### config.mk
export PLATFORM = sky130hd
export DESIGN_NAME = control_sequencer
export DESIGN_NICKNAME = d
export VERILOG_FILES = /design/src/rtl/control_sequencer.sv
export SDC_FILE = /design/constraint.sdc
export NUM_CORES = 1
export LEC_CHECK = 0
export ABC_AREA = 1
export CAP_MARGIN = 20
export CORE_MARGIN = 8
export CORE_UTILIZATION = 45
export CTS_CLUSTER_DIAMETER = 120
export DETAILED_ROUTE_END_ITERATION = 10
export GPL_TIMING_DRIVEN = 0
export MAX_ROUTING_LAYER = met4
export PLACE_DENSITY_LB_ADDON = 0.12
export SLEW_MARGIN = 15
export SYNTH_ARGS = -nofsm -noshare
export SYNTH_HDL_FRONTEND = slang
export SYNTH_SLANG_ARGS = --single-unit
### constraint.sdc
create_clock -name clk -period 3.5 [get_ports clk]
set_clock_uncertainty 0.1 [all_clocks]
set_input_delay 1.05 -clock clk [delete_from_list [all_inputs] [get_ports clk]]
set_output_delay 1.05 -clock clk [all_outputs]
set_load 0.02 [all_outputs]
### src/rtl/control_sequencer.sv
// ---------------------------------------------------------------------------
// control_sequencer
//
// Purpose: fetches 8-bit instructions from program memory over a
// valid/ready byte interface, decodes them, and produces one cycle of
// datapath control per instruction (register bank moves, immediate loads,
// ALU operations into A, and output strobes). LDI takes a second byte as
// its immediate. HALT freezes the sequencer until reset.
//
// Ports:
//   clk             - single clock, all state changes on its rising edge
//   reset           - synchronous active-low reset
//   instr_data      - instruction/immediate byte from program memory
//   instr_valid     - instr_data is valid this cycle
//   instr_ready     - sequencer accepts a byte this cycle
//   pc              - address of the next byte to fetch
//   acc_sel         - 1: load from bank source path, 0: load from ALU result
//   source_sel      - bank source select (000-011 = A-D, 100 = immediate)
//   destination_sel - one-hot register load enables (bit0 = A .. bit3 = D)
//   alu_b_sel       - ALU B operand (00 = zero, 01 = B, 10 = C, 11 = D)
//   bank_out_sel    - bank output register select (A-D)
//   alu_op          - ADD/SUB/AND/OR/XOR = 000..100
//   imm_data        - latched immediate byte
//   out_strobe      - one-cycle pulse, bank output valid
//   illegal_op      - one-cycle pulse, undefined opcode decoded
//   halted          - high while halted
// ---------------------------------------------------------------------------
module control_sequencer #(
  parameter logic [7:0] RESET_PC = 8'h00
) (
  input  logic       clk,
  input  logic       reset,
  input  logic [7:0] instr_data,
  input  logic       instr_valid,
  output logic       instr_ready,
  output logic [7:0] pc,
  output logic       acc_sel,
  output logic [2:0] source_sel,
  output logic [3:0] destination_sel,
  output logic [1:0] alu_b_sel,
  output logic [1:0] bank_out_sel,
  output logic [2:0] alu_op,
  output logic [7:0] imm_data,
  output logic       out_strobe,
  output logic       illegal_op,
  output logic       halted
);

  typedef enum logic [2:0] {
    S_FETCH,
    S_DECODE,
    S_FETCH_IMM,
    S_EXECUTE,
    S_HALT
  } state_t;

  localparam logic [3:0] OP_NOP  = 4'b0000;
  localparam logic [3:0] OP_MOV  = 4'b0001;
  localparam logic [3:0] OP_LDI  = 4'b0010;
  localparam logic [3:0] OP_ADD  = 4'b0011;
  localparam logic [3:0] OP_XOR  = 4'b0111;
  localparam logic [3:0] OP_OUT  = 4'b1000;
  localparam logic [3:0] OP_HALT = 4'b1111;

  state_t     state_q, state_d;
  logic [7:0] pc_q, pc_d;
  logic [7:0] ir_q, ir_d;
  logic [7:0] imm_q, imm_d;

  logic       instr_ready_q, instr_ready_d;
  logic       acc_sel_q, acc_sel_d;
  logic [2:0] source_sel_q, source_sel_d;
  logic [3:0] destination_sel_q, destination_sel_d;
  logic [1:0] alu_b_sel_q, alu_b_sel_d;
  logic [1:0] bank_out_sel_q, bank_out_sel_d;
  logic [2:0] alu_op_q, alu_op_d;
  logic       out_strobe_q, out_strobe_d;
  logic       illegal_op_q, illegal_op_d;
  logic       halted_q, halted_d;

  logic [3:0] opcode;
  logic [1:0] dst;
  logic [1:0] src;

  assign opcode = ir_d[7:4];
  assign dst    = ir_d[3:2];
  assign src    = ir_d[1:0];

  // Next-state logic. All outputs are registered, so they are computed here
  // from the state being entered (state_d) rather than the current state;
  // that way the control word is present for exactly the EXECUTE cycle.
  always_comb begin
    state_d           = state_q;
    pc_d              = pc_q;
    ir_d              = ir_q;
    imm_d             = imm_q;
    instr_ready_d     = 1'b0;
    acc_sel_d         = 1'b0;
    source_sel_d      = 3'b000;
    destination_sel_d = 4'b0000;
    alu_b_sel_d       = 2'b00;
    bank_out_sel_d    = 2'b00;
    alu_op_d          = 3'b000;
    out_strobe_d      = 1'b0;
    illegal_op_d      = 1'b0;
    halted_d          = 1'b0;

    case (state_q)
      S_FETCH: begin
        if (instr_valid) begin
          ir_d    = instr_data;
          pc_d    = pc_q + 8'd1;
          state_d = S_DECODE;
        end
      end
      S_DECODE: begin
        state_d = (ir_q[7:4] == OP_LDI) ? S_FETCH_IMM : S_EXECUTE;
      end
      S_FETCH_IMM: begin
        if (instr_valid) begin
          imm_d   = instr_data;
          pc_d    = pc_q + 8'd1;
          state_d = S_EXECUTE;
        end
      end
      S_EXECUTE: begin
        state_d = (ir_q[7:4] == OP_HALT) ? S_HALT : S_FETCH;
      end
      S_HALT: begin
        state_d = S_HALT;
      end
      default: begin
        state_d = S_FETCH;
      end
    endcase

    instr_ready_d = (state_d == S_FETCH) || (state_d == S_FETCH_IMM);
    halted_d      = (state_d == S_HALT);

    // Control word for the instruction about to execute. NOP and HALT
    // assert nothing; undefined opcodes only raise illegal_op.
    if (state_d == S_EXECUTE) begin
      if (opcode == OP_MOV) begin
        source_sel_d      = {1'b0, src};
        destination_sel_d = 4'b0001 << dst;
        acc_sel_d         = 1'b1;
      end else if (opcode == OP_LDI) begin
        source_sel_d      = 3'b100;
        destination_sel_d = 4'b0001 << dst;
        acc_sel_d         = 1'b1;
      end else if ((opcode >= OP_ADD) && (opcode <= OP_XOR)) begin
        alu_b_sel_d       = src;
        alu_op_d          = opcode[2:0] - 3'd3;
        destination_sel_d = 4'b0001;
      end else if (opcode == OP_OUT) begin
        bank_out_sel_d    = src;
        out_strobe_d      = 1'b1;
      end else if ((opcode != OP_NOP) && (opcode != OP_HALT)) begin
        illegal_op_d      = 1'b1;
      end
    end
  end

  // State and output registers. Reset wins over any concurrent transfer,
  // which is what discards a half-fetched LDI.
  always_ff @(posedge clk) begin
    if (!reset) begin
      state_q           <= S_FETCH;
      pc_q              <= RESET_PC;
      ir_q              <= 8'h00;
      imm_q             <= 8'h00;
      instr_ready_q     <= 1'b1;
      acc_sel_q         <= 1'b0;
      source_sel_q      <= 3'b000;
      destination_sel_q <= 4'b0000;
      alu_b_sel_q       <= 2'b00;
      bank_out_sel_q    <= 2'b00;
      alu_op_q          <= 3'b000;
      out_strobe_q      <= 1'b0;
      illegal_op_q      <= 1'b0;
      halted_q          <= 1'b0;
    end else begin
      state_q           <= state_d;
      pc_q              <= pc_d;
      ir_q              <= ir_d;
      imm_q             <= imm_d;
      instr_ready_q     <= instr_ready_d;
      acc_sel_q         <= acc_sel_d;
      source_sel_q      <= source_sel_d;
      destination_sel_q <= destination_sel_d;
      alu_b_sel_q       <= alu_b_sel_d;
      bank_out_sel_q    <= bank_out_sel_d;
      alu_op_q          <= alu_op_d;
      out_strobe_q      <= out_strobe_d;
      illegal_op_q      <= illegal_op_d;
      halted_q          <= halted_d;
    end
  end

  assign instr_ready     = instr_ready_q;
  assign pc              = pc_q;
  assign acc_sel         = acc_sel_q;
  assign source_sel      = source_sel_q;
  assign destination_sel = destination_sel_q;
  assign alu_b_sel       = alu_b_sel_q;
  assign bank_out_sel    = bank_out_sel_q;
  assign alu_op          = alu_op_q;
  assign imm_data        = imm_q;
  assign out_strobe      = out_strobe_q;
  assign illegal_op      = illegal_op_q;
  assign halted          = halted_q;

endmodule

==> out/results.ini <==
[cells_and_area]
layout.nets = 304
finalNonFillerCells = 339
most-common-layout-cells = nand2_1, dfxtp_1, clkdlybuf4s50_1
area_growth_pct = 31.86
fin_util_pct = 61.96
drive_above_1_share_pct = 10.73
n_antenna_cell = 0

[worst_setup_path]
cp-end-kind = flip-flop
path_class = primary input to flip-flop
cp_data_required_time_ns = 3.63
crit_path_start_kind = primary input
arrival_ns = 3.33
path_max_fanout = 10

[place]
dpl.hpwl_um = 3278
post-place-ws_ns = -0.02797
gp_congestion = 0.8074
post-place-cells = 331
io_buffers = 45

[global_route]
grt-busiest-layer = met2
gr-usage-met1_pct = 17.39
antenna_found_initial = 0
grt_max_degree = 16
grt_pass1_wl_um = 7224
grt_usage_pct = 14.34
met2_usage_pct = 22.77
first_global_vias = 1597
grt_use_met3_pct = 3.642
gr-total-overflow = 0

[pwr]
power.density_mw_per_mm2 = 436.4
switchingPower_mw = 0.3255
clockPowerShare_pct = 29.7
peakVddDrop_mv = 0.2848
intPower_mw = 0.7640
total_power_mw = 1.089
leakage_nw = 0.9966
pwr-share-seq_pct = 51.4
combPwrFrac_pct = 18.8
sw_frac_of_total_pct = 29.87

[floorplanning]
start_util_pct = 46.99
fp.dieArea_sq_mm = 0.006538
ios = 46
dieHeight_um = 80.86
core_sq_mm = 0.004029
rows = 23
die_x_um = 80.86

[synth]
yosysTopAreaCell = dfxtp_1
synth_top_area_share_pct = 48.65
synth.cell_area_sq_mm = 0.001893
syn-mean-instance-area_sq_um = 8.021
ys_seq_area_share_pct = 48.65
synth_warnings = 0
syn_inst = 236
syn-num-nets = 252
ys_ff_latch = 46
ys_types = 29
synth_area_leaders = dfxtp_1, nand2_1, nor2_1, nand3_1, a21oi_1

[timing]
fin_crit_ns = 3.201
fin_crit_sh_pct = 91.45
tightestPinTransition_ns = 0.5330
layout_setup_ws_ns = 0.2992
hold_viol = 0
finalSetupViolCount = 0
clock.fmax_ghz = 0.3124
rsz0062_at_grt = false
slew_headroom_pct = 64.46
tns_ns = 0
slew_violations = 0

[clocking]
path_clk_slew_ns = 0.09
root_buffer = clkbuf_8
clk_latency_ns = 0.30
clock_sinks = 46
clockBufferDepth = 2
postCtsSetupBuffers = 0
cts_tree = yes
h-tree-depth = 2
ctsHoldBuffers = 0
numCtsBuffers = 5
cts_resized = 0

[outcome]
status = finished, final reports clean

[routing]
wl_per_cell_um = 12.52
vias = 1647
drc = 0
drt_iter0_drc = 107
viasPerCell = 4.858
wirelength_um = 4243
final_antenna_net_count = 0
drtPass1Iterations = 4

[hold_path]
hold_class = flip-flop to flip-flop

[flow_run]
drv_cap = 0

cell usage after synthesis:
cell,count
o211ai_2,1
or2_1,1
ha_1,5
nand3_1,23
nand2_2,3
dfxtp_1,46
nor2_1,33
o21ai_0,5
buf_6,1
clkinv_4,1
buf_2,1
nand3_2,1
or2_2,1
nor2_2,2
nor3_1,7
nor2_4,2
nand2_1,46
nand3b_1,2
mux2i_1,2
clkbuf_1,3
and2_1,1
o21ai_2,3
nand3_4,1
nor3_4,1
inv_1,18
a21oi_1,19
inv_2,3
o211ai_1,2
nand2_4,2
sequential cells by signal (all words and copies together), names as in the netlist:
name	count
halted	1
alu_op	3
source_sel	3
imm_data	8
out_strobe	1
pc	8
illegal_op	1
ir_q	8
state_q	3
acc_sel	1
instr_ready	1
bank_out_sel	2
alu_b_sel	2
destination_sel	4
metrics by stage:
| stage | cell area (sq um) | hold slack [ns] |
|---|---|---|
| 2_1_floorplan | 1893 | 0.4024 |
| 3_3_place_gp | 2406 | 0.3489 |
| 3_5_place_dp | 2406 | 0.3553 |
| 4_1_cts | 2496 | 0.3694 |
| 5_1_grt | 2496 | 0.3842 |
| 6_report | 2496 | 0.3701 |
logic make-up (layout without fill, tap and decap cells):
group / count (synthesis) / after routing / share of synthesized area [%]
multiplexers: 2 / 2 / 1.058
adder cells (fa/ha/maj): 5 / 5 / 3.305
flip-flops: 46 / 46 / 48.64
buffers and inverters: 27 / 80 / 6.080
AND/OR/NAND/NOR: 126 / 126 / 31.73
AO/OA/AOI/OAI: 30 / 30 / 9.187
layer usage:
layer  vias up  share of wire (%)  wire, um
met2        30                 47      1979
met1       742                 47      1999
met5         -                  0         0
li1        870                  -         -
met3         5                5.1       215
met4         0                1.2        49
power groups by stage:
stage	clock (mW)	combinational [mW]	sequential (mW)
floorplan	0	0.128	0.584
global placement	0	0.204	0.572
detailed placement	0	0.205	0.573
CTS	0.331	0.207	0.560
global route	0.357	0.232	0.564
finish	0.324	0.205	0.560
worst max-delay path, cell delays in order:
cell,delay [ns]
clkdlybuf4s50_1,0.45
inv_1,0.09
nor2_4,0.21
nand2_4,0.10
buf_6,0.16
or2_2,0.28
o21ai_2,0.10
inv_1,0.09
ha_1,0.26
o211ai_2,0.28
nand3_4,0.15
nor2_1,0.11
area by class of cell:
class                      instances  area, sq um
fill                             383         1533
sequential                        46        920.9
multi-input combinational        163        857.1
timing repair buffer              45        450.4
inverter                          22        87.58
clock buffer                       5        68.82
tap                               50        62.56
buffer                             5        27.53
clock inverter                     3        21.27
final timing paths:
kind | start | endpoint | slack, ns | cells after the start
worst min register to register | imm_data[1] | imm_data[1] | 0.37 | 2
worst min-delay path | imm_data[1] | imm_data[1] | 0.37 | 2
worst max register to register | state_q[0] | alu_op[2] | 1.14 | 10
worst max-delay path | instr_valid | alu_op[2] | 0.30 | 12
Note: power is estimated with default switching activity, not from simulation.
